===== config.mk =====
export PLATFORM = sky130hd
export DESIGN_NAME = debounce_multi
export DESIGN_NICKNAME = d
export VERILOG_FILES = /design/src/rtl/debounce_pkg.sv /design/src/rtl/debounce_chan.sv /design/src/rtl/debounce_multi.sv
export SDC_FILE = /design/constraint.sdc
export NUM_CORES = 1
export LEC_CHECK = 0
export CAP_MARGIN = 20
export CORE_UTILIZATION = 35
export CTS_CLUSTER_SIZE = 8
export DETAILED_ROUTE_END_ITERATION = 10
export PLACE_DENSITY = 0.59
export SLEW_MARGIN = 0
export SYNTH_ARGS = -nofsm -noshare
export SYNTH_HDL_FRONTEND = slang
export SYNTH_SLANG_ARGS = --single-unit

===== constraint.sdc =====
create_clock -name iCLK -period 2.1 [get_ports iCLK]
set_input_delay 0.315 -clock iCLK [delete_from_list [all_inputs] [get_ports iCLK]]
set_output_delay 0.315 -clock iCLK [all_outputs]
set_load 0.1 [all_outputs]

===== src/rtl/debounce_pkg.sv =====
// rtl/debounce_pkg.sv - shared constants and helpers for the multi-channel debouncer
package debounce_pkg;

   localparam int cDEBOUNCE_MAX_CH = 32;

   function automatic int ctr_width(input longint unsigned maxClks);
      return $clog2(maxClks + 64'd1);
   endfunction

endpackage


===== src/rtl/debounce_chan.sv =====
// rtl/debounce_chan.sv - single debounce channel with separate rise/fall stability thresholds
module debounce_chan
   import debounce_pkg::*;
#(
   parameter int unsigned pCLKS_RISE = 32'd1_000_000,
   parameter int unsigned pCLKS_FALL = 32'd1_000_000,
   parameter logic        pINIT      = 1'b0
) (
   input  logic iCLK,
   input  logic iRESET,
   input  logic iSIG,
   output logic oSIG,
   output logic oRISE,
   output logic oFALL,
   output logic oFLIP
);

   localparam int unsigned cMAX = (pCLKS_RISE > pCLKS_FALL) ? pCLKS_RISE : pCLKS_FALL;
   localparam int          cW   = ctr_width(cMAX);

   if (pCLKS_RISE == 0 || pCLKS_FALL == 0) begin : gBadClks
      $fatal(1, "debounce_chan: pCLKS_RISE and pCLKS_FALL must be >= 1");
   end

   logic [cW-1:0] count;
   logic [cW-1:0] limit;

   assign limit = oSIG ? cW'(pCLKS_FALL - 1) : cW'(pCLKS_RISE - 1);

   // Combinational flip indicator lets the top register oCHANGED in step with oRISE/oFALL.
   assign oFLIP = (iSIG != oSIG) && (count == limit);

   always_ff @(posedge iCLK) begin
      if (iRESET) begin
         oSIG  <= pINIT;
         count <= '0;
         oRISE <= 1'b0;
         oFALL <= 1'b0;
      end else begin
         oRISE <= 1'b0;
         oFALL <= 1'b0;
         if (iSIG == oSIG) begin
            count <= '0;
         end else if (count == limit) begin
            oSIG  <= iSIG;
            count <= '0;
            oRISE <= iSIG;
            oFALL <= ~iSIG;
         end else begin
            count <= count + cW'(1);
         end
      end
   end

endmodule


===== src/rtl/debounce_multi.sv =====
// rtl/debounce_multi.sv - N-channel debouncer with edge pulses; DEBOUNCE_MULTI_SYNC_EN adds a 2-flop input synchroniser
module debounce_multi
   import debounce_pkg::*;
#(
   parameter int                   pCHANNELS  = 8,
   parameter int unsigned          pCLKS_RISE = 32'd1_000_000,
   parameter int unsigned          pCLKS_FALL = 32'd1_000_000,
   parameter logic [pCHANNELS-1:0] pINIT      = {pCHANNELS{1'b0}}
) (
   input  logic                 iCLK,
   input  logic                 iRESET,
   input  logic [pCHANNELS-1:0] iSIG,
   output logic [pCHANNELS-1:0] oSIG,
   output logic [pCHANNELS-1:0] oRISE,
   output logic [pCHANNELS-1:0] oFALL,
   output logic                 oCHANGED
);

   if (pCHANNELS < 1 || pCHANNELS > cDEBOUNCE_MAX_CH) begin : gBadCh
      $fatal(1, "debounce_multi: pCHANNELS must be in 1..32");
   end

   logic [pCHANNELS-1:0] sampled;
   logic [pCHANNELS-1:0] flip;

`ifdef DEBOUNCE_MULTI_SYNC_EN
   logic [pCHANNELS-1:0] syncA;
   logic [pCHANNELS-1:0] syncB;

   always_ff @(posedge iCLK) begin
      if (iRESET) begin
         syncA <= pINIT;
         syncB <= pINIT;
      end else begin
         syncA <= iSIG;
         syncB <= syncA;
      end
   end

   assign sampled = syncB;
`else
   assign sampled = iSIG;
`endif

   for (genvar i = 0; i < pCHANNELS; i++) begin : gChan
      debounce_chan #(
         .pCLKS_RISE (pCLKS_RISE),
         .pCLKS_FALL (pCLKS_FALL),
         .pINIT      (pINIT[i])
      ) uChan (
         .iCLK   (iCLK),
         .iRESET (iRESET),
         .iSIG   (sampled[i]),
         .oSIG   (oSIG[i]),
         .oRISE  (oRISE[i]),
         .oFALL  (oFALL[i]),
         .oFLIP  (flip[i])
      );
   end

   always_ff @(posedge iCLK) begin
      if (iRESET) begin
         oCHANGED <= 1'b0;
      end else begin
         oCHANGED <= |flip;
      end
   end

endmodule


==> results of run 1 <==
## through the flow
| stage | TNS, ns | power (mW) | area, µm² | worst slack, ns |
|---|---|---|---|---|
| final | 0 | 6.78 | 9210 | 0.0478 |
| after detailed placement | -0.924 | 3.76 | 8590 | -0.0534 |
| after global routing | -0.960 | 7.06 | 9210 | -0.0690 |
| after floorplan | 0 | 3.69 | 8000 | 0.0420 |
| after CTS | 0 | 6.88 | 9170 | 0.0288 |
| after global placement | -0.473 | 3.76 | 8590 | -0.0269 |
## cell usage in the layout (no fill, tap or decap), drive strengths merged, types with 5 or more instances in the layout
master / netlist / layout
a21oi: 5 / 5
and3: 28 / 28
and4: 17 / 17
buf: 27 / 56
clkbuf: 19 / 21
clkdlybuf4s50: 0 / 9
clkinv: 0 / 6
dfxtp: 185 / 185
ha: 8 / 8
inv: 10 / 10
mux2i: 5 / 5
nand2: 63 / 64
nand3: 52 / 52
nand4: 32 / 32
nor2: 193 / 193
nor3: 26 / 26
nor3b: 9 / 9
nor4: 13 / 13
nor4b: 20 / 20
or3: 9 / 9
xnor2: 72 / 72
xor2: 78 / 78
## routing by layer
metal	up-vias	routed length [µm]	global-route usage (%)
li1	3083	-	-
met4	0	153	4.91
met2	34	6560	20.6
met5	-	0	0
met3	12	275	2.55
met1	2711	7720	17.6
## flip-flops by register name, summed over array words and instances, names as in the netlist
register	cells
gChan.uChan.count	160
gChan.uChan.oFALL	8
gChan.uChan.oRISE	8
gChan.uChan.oSIG	8
oCHANGED	1
## layout make-up
| class | instances | area (µm²) |
|---|---|---|
| fillers | 2203 | 12900 |
| multi-input cells | 658 | 4020 |
| flip-flops and latches | 185 | 3700 |
| repair buffers | 65 | 523 |
| clock buffers | 21 | 480 |
| well taps | 280 | 350 |
| clock inverters | 9 | 93.8 |
| inverters | 10 | 37.5 |
## kinds of logic after synthesis
kind of cell | after synthesis | synth area share [%]
AO/OA/AOI/OAI | 11 | 0.782
XOR/XNOR | 150 | 16.4
adder cells (fa/ha/maj) | 8 | 1.25
buffers and inverters | 56 | 4.03
flip-flops | 185 | 46.3
multiplexers | 5 | 0.625
AND/OR/NAND/NOR | 483 | 30.6
## worst paths after layout
| kind | from | endpoint | slack [ns] | cells past startpoint |
|---|---|---|---|---|
| max | gChan[2].uChan.count[0] | gChan[2].uChan.count[5] | 0.05 | 6 |
| min | gChan[0].uChan.count[0] | gChan[0].uChan.count[0] | 0.45 | 1 |
| max reg2reg | gChan[2].uChan.count[0] | gChan[2].uChan.count[5] | 0.05 | 6 |
| min reg2reg | gChan[0].uChan.count[0] | gChan[0].uChan.count[0] | 0.45 | 1 |
## report_power, final
part	leakage (nW)	internal, mW	total [mW]	switching, mW
Sequential	1.49	3.52	3.53	0.0123
Clock	0.277	1.75	3.10	1.34
Combinational	1.37	0.0564	0.146	0.0894
Total	3.14	5.33	6.78	1.44
## worst reg2reg max path, stage by stage, from the launching register on
cell	delay (ns)
dfxtp_1	0.35
ha_1	0.21
nand2_1	0.09
or4_1	0.54
or2_2	0.34
nand2_2	0.31
nor2_1	0.10
## timing repair
item,CTS,global route
gates cloned,0,1
setup endpoints to repair,23,42
pin swaps,0,1
gates resized for setup,1,5
hold buffers,0,0
==> metrics, run 1 <==
WL/cell=12.0 µm; CTS Buf Count=17; Synth area leader=dfxtp_1; CP max FO=19; Syn Inst Count=898; full die area=23500 µm²; initial DRC count=243; vias in the first global route=5396; Tightest Pin Transition=0.709 ns; cell area after synthesis=8000 µm²; P&R area growth vs syn=15.0%; RSZ-0062 raised after global routing=true; clk_lat worst skew=0.43 ns; Clock Skew=0.0113 ns; syn nets=916; Synth cell types=38; Sink Count=185; VDD IR max=0.000461 V; Post-synth EDFFs=0; Post-CTS Setup Bufs=0; Finished Core Util=41.7%; drc violations=0; share of the yosys chip area belonging to registers=46.3%; Die Y=153 µm; via/cell ratio=4.76; Core Area=22100 µm²; Final GP Congestion=0.744; Final setup viols=0; Worst EP required=2.40 ns; final WL=14700 µm; Final Instance Count excl. Fillers=1228; largest stage delay on the critical path=0.54 ns; delay-heaviest family, CP=simple AND/OR/NAND/NOR gates; top cells by count, synth=nor2_1, dfxtp_1, xor2_1; pins over their slew limit=0; total global-route track usage=13.1%; first-pass GRT wire length=25200 µm; Root Driver=clkbuf_16; IO Port Bufs=34; crit path DAT=2.35 ns; Routed Antenna Nets=0; initial antenna violation count=0; mean post-synth cell area=8.91 µm²; Area contributors post-synth=dfxtp_1, nor2_1, xor2_1; row count=54; Crit-path slowest cell=or4_1; asr flop ratio synth=0%; initial cell density of the core=36.2%; Yosys reg bits=185; crit path time final=2.05 ns; Peak Freq=487 MHz; Slew headroom=52.6%; largest net degree at the start of global routing=26; drt pass-1 iters=4; most frequent cell after synthesis=nor2_1; Hold Path Class=flip-flop to flip-flop; Tcrit/Tclk final=97.7%; nets@finish=955; synth warn=0; n_diodes=0; dpl hpwl=10200 µm; die width=153 µm; Crit path buffers/inverters=0; # placed instances=1197; CP Launch Type=flip-flop; H-tree Lvls=4; Clk pin slew, worst setup/hold paths=0.07 ns; Final Hold Vio Count=0; critical path type=flip-flop to flip-flop; top-area cell type share of the netlist area=46.3%; CTS tree=done; Worst Setup End Kind=flip-flop; pwr dens=736 nW/µm²; hold slack=0.446 ns; P_leak=3.14 nW; CTS max path bufs=2; predominant post-synthesis flop cell=dfxtp_1; status=finished clean; Top-Level Pins=35; critical-path cell list=ha_1 > nand2_1 > or4_1 > or2_2 > nand2_2 > nor2_1; grt total ovfl=0; layout cells sized above 1=10.5%; max-cap violations=0; via count=5840
Note: power is estimated with default switching activity, not from simulation.
==> run 2, diff against run 1 <==
--- a/config.mk
+++ b/config.mk
@@ -6,11 +6,11 @@
 export NUM_CORES = 1
 export LEC_CHECK = 0
 export CAP_MARGIN = 20
-export CORE_UTILIZATION = 35
+export CORE_UTILIZATION = 39
 export CTS_CLUSTER_SIZE = 8
 export DETAILED_ROUTE_END_ITERATION = 10
-export PLACE_DENSITY = 0.59
-export SLEW_MARGIN = 0
+export PLACE_DENSITY = 0.63
+export SLEW_MARGIN = 10
 export SYNTH_ARGS = -nofsm -noshare
 export SYNTH_HDL_FRONTEND = slang
 export SYNTH_SLANG_ARGS = --single-unit
==> metrics, run 2 (synthesis gave the netlist of run 1 again) <==
largest stage delay on the critical path=0.53 ns (was 0.54 ns); VDD IR max=0.000561 V (was 0.000461 V); via/cell ratio=4.79 (was 4.76); grt total ovfl=0 (unchanged); clk_lat worst skew=0.42 ns (was 0.43 ns); via count=5840 (unchanged); IO Port Bufs=34 (unchanged); die width=145 µm (was 153 µm); status=finished clean (unchanged); max-cap violations=0 (unchanged); Root Driver=clkbuf_16 (unchanged); total global-route track usage=14.4% (was 13.1%); critical-path cell list=or4b_1 > or4_4 > or2_4 > mux2i_1 > nor2_1 (was ha_1 > nand2_1 > or4_1 > or2_2 > nand2_2 > nor2_1); Hold Path Class=flip-flop to flip-flop (unchanged); Final setup viols=0 (unchanged); commonest non-fill, non-tap cell in the layout=nor2_1 (unchanged); Tcrit/Tclk final=96.1% (was 97.7%); H-tree Lvls=4 (unchanged); commonest non-fill, non-tap cells in the layout=nor2_1, dfxtp_1, xor2_1 (unchanged); Largest register FFs=160 (unchanged); n_diodes=0 (unchanged); CTS Buf Count=17 (unchanged); Slew headroom=61.2% (was 52.6%); pwr dens=773 nW/µm² (was 736 nW/µm²); initial antenna violation count=0 (unchanged); initial cell density of the core=39.7% (was 36.2%); final WL=14400 µm (was 14700 µm); Clk pin slew, worst setup/hold paths=0.06 ns (was 0.07 ns); P_leak=3.19 nW (was 3.14 nW); dpl hpwl=9720 µm (was 10200 µm); full die area=21100 µm² (was 23500 µm²); cell count of the worst reg-to-reg path=5 (was 6); Die Y=145 µm (was 153 µm); CTS max path bufs=2 (unchanged); Sink Count=185 (unchanged); Routed Antenna Nets=0 (unchanged); initial DRC count=288 (was 243); finished layout cell area=9290 µm² (was 9210 µm²); CTS tree=done (unchanged); RSZ-0062 raised after global routing=false (was true); first-pass GRT wire length=25200 µm (about the same); Worst EP required=2.41 ns (was 2.40 ns); Final Hold Vio Count=0 (unchanged); hold-critical path depth=1 (unchanged); P&R area growth vs syn=16.1% (was 15.0%); nets@finish=955 (unchanged); largest net degree at the start of global routing=31 (was 26); crit path time final=2.02 ns (was 2.05 ns); Reg with most FFs=gChan.uChan.count (unchanged); Core Area=20200 µm² (was 22100 µm²); Fin Setup TNS=0 ns (unchanged); # hold bufs at CTS=0 (unchanged); drc violations=0 (unchanged); drt pass-1 iters=4 (unchanged); pins over their slew limit=0 (unchanged); critical path type=flip-flop to flip-flop (unchanged); CP max FO=6 (was 19); WL/cell=11.8 µm (was 12.0 µm); Clock Skew=0.00770 ns (was 0.0113 ns); DP Area=8600 µm² (was 8590 µm²); crit path DAT=2.33 ns (was 2.35 ns); layout cells sized above 1=10.6% (was 10.5%); Peak Freq=495 MHz (was 487 MHz); Top-Level Pins=35 (unchanged); Tightest Pin Transition=0.580 ns (was 0.709 ns); CP Launch Type=flip-flop (unchanged); Crit-path slowest cell=or4_4 (was or4_1); Worst Setup End Kind=flip-flop (unchanged); vias in the first global route=5589 (was 5396); Final GP Congestion=0.764 (was 0.744); row count=52 (was 54)
-- run 2: path summary, 6_finish.rpt --
kind / to / slack (ns) / from
setup / recovery: gChan[5].uChan.oSIG / 0.08 / gChan[5].uChan.count[13]
hold / removal: gChan[0].uChan.count[0] / 0.44 / gChan[0].uChan.count[0]
setup reg to reg: gChan[5].uChan.oSIG / 0.08 / gChan[5].uChan.count[13]
hold reg to reg: gChan[0].uChan.count[0] / 0.44 / gChan[0].uChan.count[0]
-- run 2: metal layers --
layer,GRT usage [%],vias up,wire [µm]
li1,-,3094,-
met4,4.84,0,178
met2,22.8,52,6360
met1,19.1,2679,7480
met5,0,-,0
met3,3.46,15,371
-- run 2: critical path: cells and delay by family (launching register included) --
kind          cells  cell delay, ns
simple gates      4            1.43
mux               1            0.17
flops             1            0.31
-- run 2: timing repair --
item	4_1_cts	5_1_grt
setup endpoints to repair	22	39
pin swaps	0	2
cloned	0	1
setup buffers	0	0
gates resized for setup	1	5
-- run 2: stage by stage --
step / worst slack [ns] / power (mW) / instances / hold slack, ns / utilization, %
2_1_floorplan: 0.0420 / 3.69 / 898 / 0.386 / -
3_3_place_gp: 0.00301 / 3.76 / 1187 / 0.429 / 42.7
3_5_place_dp: -0.0217 / 3.76 / 1187 / 0.431 / 42.7
4_1_cts: 0.0235 / 7.28 / 1219 / 0.440 / 45.9
5_1_grt: 0.0333 / 7.44 / 1220 / 0.452 / 46.1
6_report: 0.0817 / 7.18 / 1220 / 0.443 / 46.1
-- run 2: area by class of cell --
class	instances	area [µm²]
Clock inverter	12	196
Clock buffer	20	457
Inverter	10	37.5
Multi-Input combinational cell	658	4010
Fill cell	1992	10900
Timing Repair Buffer	65	548
Sequential cell	185	3700
Tap cell	270	338
-- run 2: where the power goes --
part | internal (mW) | switching (mW) | total [mW]
Sequential | 3.52 | 0.0126 | 3.54
Combinational | 0.0566 | 0.0902 | 0.147
Clock | 2.17 | 1.33 | 3.50
==> run 3, diff against run 2 <==
--- a/config.mk
+++ b/config.mk
@@ -5,6 +5,7 @@
 export SDC_FILE = /design/constraint.sdc
 export NUM_CORES = 1
 export LEC_CHECK = 0
+export ABC_AREA = 1
 export CAP_MARGIN = 20
 export CORE_UTILIZATION = 39
 export CTS_CLUSTER_SIZE = 8
==> metrics, run 3 <==
Tightest Pin Transition=0.439 ns (was 0.580 ns); Post-synth EDFFs=0 (unchanged); clk_lat worst skew=0.43 ns (was 0.42 ns); share of the yosys chip area belonging to registers=41.6% (was 46.3%); P&R area growth vs syn=12.0% (was 16.1%); max-cap violations=0 (unchanged); CP max FO=11 (was 6); row count=54 (was 52); via/cell ratio=4.73 (was 4.79); drt pass-1 iters=4 (unchanged); Final setup viols=0 (unchanged); n_diodes=0 (unchanged); mux cell area share after synthesis=0% (was 0.625%); Reg power frac=50.8% (was 49.2%); Tcrit/Tclk final=82.5% (was 96.1%); NetSw=1.50 mW (was 1.43 mW); first-pass GRT wire length=30000 µm (was 25200 µm); total global-route track usage=15.5% (was 14.4%); VDD IR max=0.000648 V (was 0.000561 V); R2R Path End=gChan[6].uChan.count[7] (was gChan[5].uChan.oSIG); Die Y=153 µm (was 145 µm); Reg2Reg Launch Point=gChan[6].uChan.count[0] (was gChan[5].uChan.count[13]); pins over their slew limit=0 (unchanged); Hold Crit Start=gChan[1].uChan.count[0] (was gChan[0].uChan.count[0]); dpl hpwl=12800 µm (was 9720 µm); mean post-synth cell area=7.34 µm² (was 8.91 µm²); P_leak=3.60 nW (was 3.19 nW); Area contributors post-synth=dfxtp_1, nand2_1, nor2_1 (was dfxtp_1, nor2_1, xor2_1); Worst Setup End Kind=flip-flop (unchanged); pre-CTS setup slack=0.187 ns (was -0.0217 ns); crit path DAT=2.05 ns (was 2.33 ns); Worst Hold Endpoint=gChan[1].uChan.count[0] (was gChan[0].uChan.count[0]); Clock Skew=0.0111 ns (was 0.00770 ns); cell count of the worst reg-to-reg path=7 (was 5); pwr dens=698 nW/µm² (was 773 nW/µm²); Synth area leader=dfxtp_1 (unchanged); Final Hold Vio Count=0 (unchanged); largest family of logic cells by synthesized area=simple AND/OR/NAND/NOR gates (unchanged); CTS Buf Count=17 (unchanged); status=finished clean (unchanged); Worst EP required=2.42 ns (was 2.41 ns); commonest non-fill, non-tap cells in the layout=nand2_1, nor2_1, dfxtp_1 (was nor2_1, dfxtp_1, xor2_1); grt total ovfl=0 (unchanged); Synth Area in Compound Gates=5.27% (was 0.782%); Post-CTS Setup Bufs=0 (unchanged); Fin Setup TNS=0 ns (unchanged); cell area after synthesis=8910 µm² (was 8000 µm²); H-tree Lvls=4 (unchanged); top cells by count, synth=nand2_1, nor2_1, dfxtp_1 (was nor2_1, dfxtp_1, xor2_1); hold-critical path depth=1 (unchanged); die width=153 µm (was 145 µm); clock share of power=47.0% (was 48.7%); initial antenna violation count=0 (unchanged); largest net degree at the start of global routing=21 (was 31); Internal=5.46 mW (was 5.75 mW); Slew headroom=70.5% (was 61.2%); Sink Count=185 (unchanged); CTS tree=done (unchanged); initial cell density of the core=40.3% (was 39.7%); Largest register FFs=160 (unchanged); Root Driver=clkbuf_16 (unchanged); IO Port Bufs=34 (unchanged); # placed instances=1502 (was 1187); # hold bufs at CTS=0 (unchanged); Core Area=22100 µm² (was 20200 µm²); syn nets=1231 (was 916); Combinational Power Share=2.2% (was 2.0%); Top-Level Pins=35 (unchanged); final WL=17100 µm (was 14400 µm); Peak Freq=577 MHz (was 495 MHz); asr flop ratio synth=0% (unchanged); Yosys reg bits=185 (unchanged); Routed Antenna Nets=0 (unchanged); initial DRC count=393 (was 288); via count=7251 (was 5840); Hold Path Class=flip-flop to flip-flop (unchanged); Reg with most FFs=gChan.uChan.count (unchanged); critical path type=flip-flop to flip-flop (unchanged); Post-Synth XOR/XNOR Area=6.10% (was 16.4%); RSZ-0062 raised after global routing=false (unchanged); WL/cell=11.1 µm (was 11.8 µm); Final Instance Count excl. Fillers=1534 (was 1220); layout cells sized above 1=11.9% (was 10.6%); predominant post-synthesis flop cell=dfxtp_1 (unchanged); Syn Inst Count=1213 (was 898); Final WS setup=0.368 ns (was 0.0817 ns); synth warn=0 (unchanged); most frequent cell after synthesis=nand2_1 (was nor2_1); CTS max path bufs=2 (unchanged); top-area cell type share of the netlist area=41.6% (was 46.3%); full die area=23400 µm² (was 21100 µm²); nets@finish=1259 (was 955); Clk pin slew, worst setup/hold paths=0.06 ns (about the same); crit path time final=1.73 ns (was 2.02 ns); Synth Area in Adders=1.12% (was 1.25%); Synth cell types=39 (was 38); commonest non-fill, non-tap cell in the layout=nand2_1 (was nor2_1); Final GP Congestion=0.828 (was 0.764); vias in the first global route=6652 (was 5589); simple-gate share of the synthesized area=36.8% (was 30.6%); CP Launch Type=flip-flop (unchanged); drc violations=0 (unchanged); reg2reg setup slack=0.37 ns (was 0.08 ns); Resized cells post-CTS=0 (was 1); switch share=21.5% (was 19.9%)
==> run 3: changes by cell type after synthesis, moves of 14 or more <==
| cell | delta |
|---|---|
| a21oi_1 | +46 |
| and3_1 | -26 |
| and4_1 | -17 |
| clkbuf_1 | -19 |
| inv_1 | +127 |
| nand2_1 | +162 |
| nand3_1 | +21 |
| nor2_2 | +14 |
| nor3_1 | +35 |
| nor4b_1 | -18 |
| xnor2_1 | -47 |
| xor2_1 | -41 |
==> run 3: cell type report <==
cell class              count  area (µm²)
well taps                 280         350
clock buffers              18         429
clock inverters            14         171
repair buffers             48         383
flip-flops and latches    185        3700
multi-input cells         844        4390
inverters                 145         544
fillers                  2236       12100
==> run 3: metrics by stage <==
step	area, µm²	utilization, %	total power, mW	hold slack [ns]
5_1_grt	9970	45.1	7.23	0.457
4_1_cts	9970	45.1	7.06	0.450
6_report	9970	45.1	6.96	0.447
2_1_floorplan	8910	-	3.71	0.384
3_5_place_dp	9370	42.4	3.77	0.436
3_3_place_gp	9370	42.4	3.76	0.428
==> run 3: worst max-delay path: stages, from the launching register on <==
cell and delay (ns):
dfxtp_1 0.37, ha_1 0.26, nand3_2 0.15, nor2_1 0.16, nand2_1 0.09, nand2_1 0.28
buf_4 0.25, nor2_1 0.06
==> run 3: cell families after synthesis <==
family / Yosys count
flip-flops: 185
AO/OA/AOI/OAI: 85
adder cells (fa/ha/maj): 8
AND/OR/NAND/NOR: 689
buffers and inverters: 184
XOR/XNOR: 62
==> run 3: power groups by stage <==
| stage | registers [mW] | logic [mW] | clock network [mW] |
|---|---|---|---|
| 2_1_floorplan | 3.61 | 0.0960 | 0 |
| 3_3_place_gp | 3.61 | 0.152 | 0 |
| 3_5_place_dp | 3.61 | 0.154 | 0 |
| 4_1_cts | 3.53 | 0.155 | 3.37 |
| 5_1_grt | 3.53 | 0.175 | 3.52 |
| 6_report | 3.53 | 0.152 | 3.27 |
==> run 3: per-layer routing <==
metal | share of wire [%] | vias to the layer above | wire length (µm) | GRT usage [%]
met4 | 1.6 | 0 | 276 | 5.92
met1 | 51 | 3228 | 8630 | 20.8
met2 | 45 | 83 | 7670 | 24.5
li1 | - | 3921 | - | -
met5 | 0 | - | 0 | 0
met3 | 2.9 | 19 | 500 | 3.06
==> run 3: worst max-delay path by stage <==
stage                            start                        to  slack (ns)  cells after the start
2_1_floorplan  gChan[1].uChan.count[0]  gChan[1].uChan.count[16]        0.67                     10
4_1_cts        gChan[6].uChan.count[0]   gChan[6].uChan.count[7]        0.35                      7
3_3_place_gp                    iRESET   gChan[6].uChan.count[8]        0.21                      8
6_report       gChan[6].uChan.count[0]   gChan[6].uChan.count[7]        0.37                      7
5_1_grt        gChan[6].uChan.count[0]   gChan[6].uChan.count[7]        0.14                      7
3_5_place_dp                    iRESET   gChan[6].uChan.count[7]        0.19                      8
